==> src/rtl/spram_pkg.sv <==
// spram_pkg: shared constants and types for single_port_ram
package spram_pkg;
   localparam int DATA_W_DEF = 8;
   localparam int ADDR_W_DEF = 6;
   function automatic int depth_of(input int aw);
      return 2 ** aw;
   endfunction
   localparam int DEPTH_DEF = depth_of(ADDR_W_DEF);
   typedef logic [DATA_W_DEF-1:0] word_t;
   typedef logic [ADDR_W_DEF-1:0] addr_t;
endpackage

==> src/rtl/spram_rd_mux.sv <==
// spram_rd_mux: read mux from the array; SPRAM_WRITE_FIRST_EN adds a same-address write-first bypass
module spram_rd_mux #(
   parameter int DATA_W = 8,
   parameter int ADDR_W = 6,
   parameter int DEPTH  = 64
) (
   input  logic [DATA_W-1:0] mem [DEPTH],
   input  logic [ADDR_W-1:0] read_addr,
   input  logic [ADDR_W-1:0] write_addr,
   input  logic [DATA_W-1:0] data,
   input  logic              w,
   output logic [DATA_W-1:0] rd_data
);
`ifdef SPRAM_WRITE_FIRST_EN
   assign rd_data = (w && read_addr == write_addr) ? data : mem[read_addr];
`else
   logic unused_wr;
   assign unused_wr = ^{w, write_addr, data};
   assign rd_data = mem[read_addr];
`endif
endmodule

==> src/rtl/single_port_ram.sv <==
// single_port_ram: 64x8 synchronous RAM, registered read, read-first unless SPRAM_WRITE_FIRST_EN
module single_port_ram
   import spram_pkg::*;
#(
   parameter int DATA_W = DATA_W_DEF,
   parameter int ADDR_W = ADDR_W_DEF,
   parameter int DEPTH  = depth_of(ADDR_W)
) (
   input  logic              clk,
   input  logic              rst_n,
   input  logic [DATA_W-1:0] data,
   input  logic [ADDR_W-1:0] read_addr,
   input  logic [ADDR_W-1:0] write_addr,
   input  logic              w,
   output logic [DATA_W-1:0] q
);
   logic [DATA_W-1:0] mem [DEPTH];
   logic [DATA_W-1:0] rd_data;

   spram_rd_mux #(.DATA_W(DATA_W), .ADDR_W(ADDR_W), .DEPTH(DEPTH)) u_rd_mux (
      .mem(mem),
      .read_addr(read_addr),
      .write_addr(write_addr),
      .data(data),
      .w(w),
      .rd_data(rd_data)
   );

   // reset clears the whole array so no location ever reads X
   always_ff @(posedge clk or negedge rst_n)
      if (!rst_n) begin
         q <= '0;
         for (int i = 0; i < DEPTH; i++) mem[i] <= '0;
      end else begin
         q <= rd_data;
         if (w) mem[write_addr] <= data;
      end
endmodule

==> config.mk <==
export PLATFORM = sky130hd
export DESIGN_NAME = single_port_ram
export DESIGN_NICKNAME = d
export VERILOG_FILES = /design/src/rtl/spram_pkg.sv /design/src/rtl/spram_rd_mux.sv /design/src/rtl/single_port_ram.sv
export SDC_FILE = /design/constraint.sdc
export NUM_CORES = 1
export LEC_CHECK = 0
export ABC_CLOCK_PERIOD_IN_PS = 2500
export CORE_ASPECT_RATIO = 0.9
export CORE_MARGIN = 2
export CORE_UTILIZATION = 64
export CTS_CLUSTER_SIZE = 28
export DETAILED_ROUTE_END_ITERATION = 16
export DONT_BUFFER_PORTS = 1
export PLACE_DENSITY = 0.78
export SLEW_MARGIN = 20
export SYNTH_ARGS = -nofsm -noshare
export SYNTH_HDL_FRONTEND = slang
export SYNTH_SLANG_ARGS = --single-unit
==> constraint.sdc <==
create_clock -name clk -period 2.5 [get_ports clk]
set_clock_uncertainty 0.1 [all_clocks]
set_input_delay 0.5 -clock clk [delete_from_list [all_inputs] [get_ports clk]]
set_output_delay 0.5 -clock clk [all_outputs]
set_load 0.02 [all_outputs]
==> summary.md <==
| Metric | Value |
|---|---|
| Combinational group share of total power | `11.2%` |
| Largest net degree at the start of global routing | `521` |
| DRT Pass-1 Iters | `5` |
| Resize count post-CTS | `0` |
| H-tree levels | `2` |
| FP Rows | `67` |
| Yosys reg bits | `520` |
| Num CTS Buffers | `52` |
| Psw | `4650 µW` |
| Die H | `187 µm` |
| Drt first-iter violations | `1145` |
| Sequential fraction of design power | `49.2%` |
| EDFF count, synth | `0` |
| Power per Cell Area | `782 mW/mm²` |
| Rel. slew slack | `26.9%` |
| Die span in x | `207 µm` |
| Avg Cell Area, Syn | `15.8 µm²` |
| Postcts setup bufs | `0` |
| Data arrival, critical path | `2.37 ns` |
| Max Slew Vio Count | `0` |
| Yosys cell types | `46` |
| DRT Wirelength | `55300 µm` |
| Diode count | `0` |
| TritonCTS clock tree | `built` |
| Slowest stage delay, CP | `0.50 ns` |
| Setup Crit Path Kind | `register to register` |
| Post-synth ARST share | `100%` |
| RR Startpoint | `mem[81]` |
| Type of the tightest min-delay check | `input port to asynchronous set/reset pin` |
| Syn-to-layout area delta | `10.2%` |
| WP data required | `2.86 ns` |
| Post-Syn Area | `0.0238 mm²` |
| GRT Overall Usage | `29.6%` |
| ANT nets after route | `0` |
| Setup crit end kind | `register` |
| Initial antenna violation count | `0` |
| Die area | `0.0388 mm²` |
| Max-cap violations | `0` |
| Failing checks | `negative hold slack` |
| Setup WS post-layout | `0.482 ns` |
| Most used flip-flop cell after synthesis | `dfrtp_1` |
| Status | `finished, violations left` |
| # clock sinks | `520` |
| Wirelength per Cell | `27.3 µm` |
| Detailed-route DRC error count | `0` |
| Final Cycle Share | `80.7%` |
| Register area share after synthesis | `54.7%` |
| Vias in the first global route | `14400` |
| Reg2reg path depth | `4` |
| RSZ-0062 raised after global routing | `no` |
| Synth warn | `0` |
| Clock power share | `39.5%` |
| Crit Path Max Fanout | `2` |
| Syn_nets | `1531` |
| Worst-path cell chain | `mux4_1 > mux4_2 > nand2b_1 > a22o_1` |
| IO Pins | `31` |
| RD Place Congestion | `0.843` |
| Maximum VDD drop | `0.679 mV` |
| Pleak | `0.0121 µW` |
| Mapped Cells | `1508` |
| Fmax | `0.496 GHz` |
| First-pass GRT wire length | `87700 µm` |
| Hold slack | `-0.483 ns` |
| Fin nets | `1524` |
| CP Launch Point | `mem[81]` |
| Top cell type's share of synthesized area | `54.7%` |
| Dpl ws | `0.325 ns` |
| Vias per cell | `6.61` |
| Startpoint types | `register` |
| Post-detail-place hpwl | `32000 µm` |
| Number of buffers added on ports | `0` |
| Starting Density | `64.4%` |
| Switching power share of the total | `22.6%` |
| Final min period | `2.02 ns` |
| Worst-Margin Slew | `1.09 ns` |
| Reg clk slew, reported paths | `0.07 ns` |
| P_int | `15900 µW` |
| Clock Tree Root | `clkbuf_16` |
| # setup viols final | `0` |
| Proportion of layout cells with a drive suffix above 1 | `50.8%` |
| CP max stage cell | `mux4_1` |
| Hold_buf cts | `12` |
| Final Hold Vio Count | `520` |
| Grt total ovfl | `0` |
| Core Box Area | `0.0370 mm²` |
| Clk_lat worst skew | `0.60 ns` |
| Max clock buf depth | `3` |
| Yosys top cell by area | `dfrtp_1` |
| Synth top area cells | `dfrtp_1 (55%), mux2_2 (23%), mux4_2 (11%), mux2i_1 (1.3%), mux4_1 (1.2%)` |
| Fin Setup TNS | `0 ns` |
| DR vias | `13400` |
==> synth_stat cells, types with 5 or more instances <==
master	n
o221ai_1	7
mux4_2	117
buf_4	12
nor2_2	36
mux2_1	23
buf_6	8
nor2_1	16
mux2_2	491
o21ai_0	6
clkbuf_1	70
mux4_1	11
nor3_1	5
nand2b_1	7
buf_2	15
nand3_1	6
mux2i_1	32
nor2b_1	8
buf_1	9
o22ai_1	12
nand2_1	29
dfrtp_1	520
a21oi_1	16
a211oi_1	7
==> sequential cells by signal, indices dropped and copies added, names as in the netlist <==
signal / flops
mem: 512
q: 8
==> metal layers <==
metal / vias up / track usage, % / wire length, µm
li1: 5637 / - / -
met1: 7304 / 43.7 / 24100
met2: 376 / 45.0 / 26100
met3: 91 / 6.72 / 3790
met4: 0 / 8.49 / 1360
met5: - / 0 / 0
==> stage by stage <==
step	utilization [%]	cell area, µm²	hold slack (ns)	total power [µW]	std cells
after detailed placement	65.4	24200	0.120	12400	1918
after global routing	71.0	26200	-0.489	21300	2027
final	71.0	26200	-0.483	20500	2027
after CTS	71.0	26200	-0.500	20600	2027
after global placement	65.4	24200	0.119	12200	1918
after floorplan	-	23800	0.104	12000	1508
==> power by group through the flow <==
stage	registers, µW	clock network, µW	logic [µW]
after CTS	10100	8230	2310
after global routing	10200	8600	2460
after detailed placement	10200	0	2110
final	10100	8120	2310
after floorplan	10000	0	1970
after global placement	10200	0	2030
==> cell type report <==
class,count,area (µm²)
clock buffers,84,1630
well taps,483,604
multi-input cells,870,10200
flip-flops and latches,520,13000
repair buffers,55,588
fillers,2343,10700
clock inverters,13,183
inverters,2,7.51
==> worst paths after layout <==
| check | end | slack (ns) |
|---|---|---|
| setup / recovery | q[1] | 0.48 |
| hold / removal | mem[180] | -0.48 |
| setup reg to reg | q[1] | 0.48 |
| hold reg to reg | mem[457] | 0.38 |
| max in group asynchronous | mem[327] | 1.92 |
| min in group clk | q[0] | 0.06 |
==> critical path, delay by kind of cell (launching register included) <==
kind | cells | cell delay (ns)
AND/OR/NAND/NOR | 1 | 0.17
AO/OA/AOI/OAI | 1 | 0.22
flip-flops | 1 | 0.39
multiplexers | 2 | 0.99
==> kinds of logic after synthesis <==
| kind of cell | synth area share [%] |
|---|---|
| buffers and inverters | 2.44 |
| muxes | 37.9 |
| and+or+nand+nor | 2.91 |
| DFF | 54.7 |
| AOI/OAI and AO/OA | 2.06 |
==> cell usage in the layout, fill, tap and decap left out, types with 5 or more instances in the layout <==
| cell | n |
|---|---|
| nand2_1 | 29 |
| mux4_1 | 11 |
| nand3_1 | 6 |
| nor2_2 | 36 |
| mux2_2 | 491 |
| mux4_2 | 117 |
| clkbuf_16 | 54 |
| a21oi_1 | 16 |
| mux2i_1 | 32 |
| clkinv_2 | 6 |
| nor2_1 | 16 |
| dfrtp_1 | 520 |
| nand2b_1 | 7 |
| o21ai_0 | 6 |
| nor3_1 | 5 |
| o22ai_1 | 12 |
| buf_4 | 42 |
| a211oi_1 | 7 |
| clkbuf_8 | 17 |
| clkbuf_1 | 13 |
| nor2b_1 | 8 |
| buf_16 | 7 |
| mux2_1 | 23 |
| o221ai_1 | 7 |
Note: power is estimated with default switching activity, not from simulation.
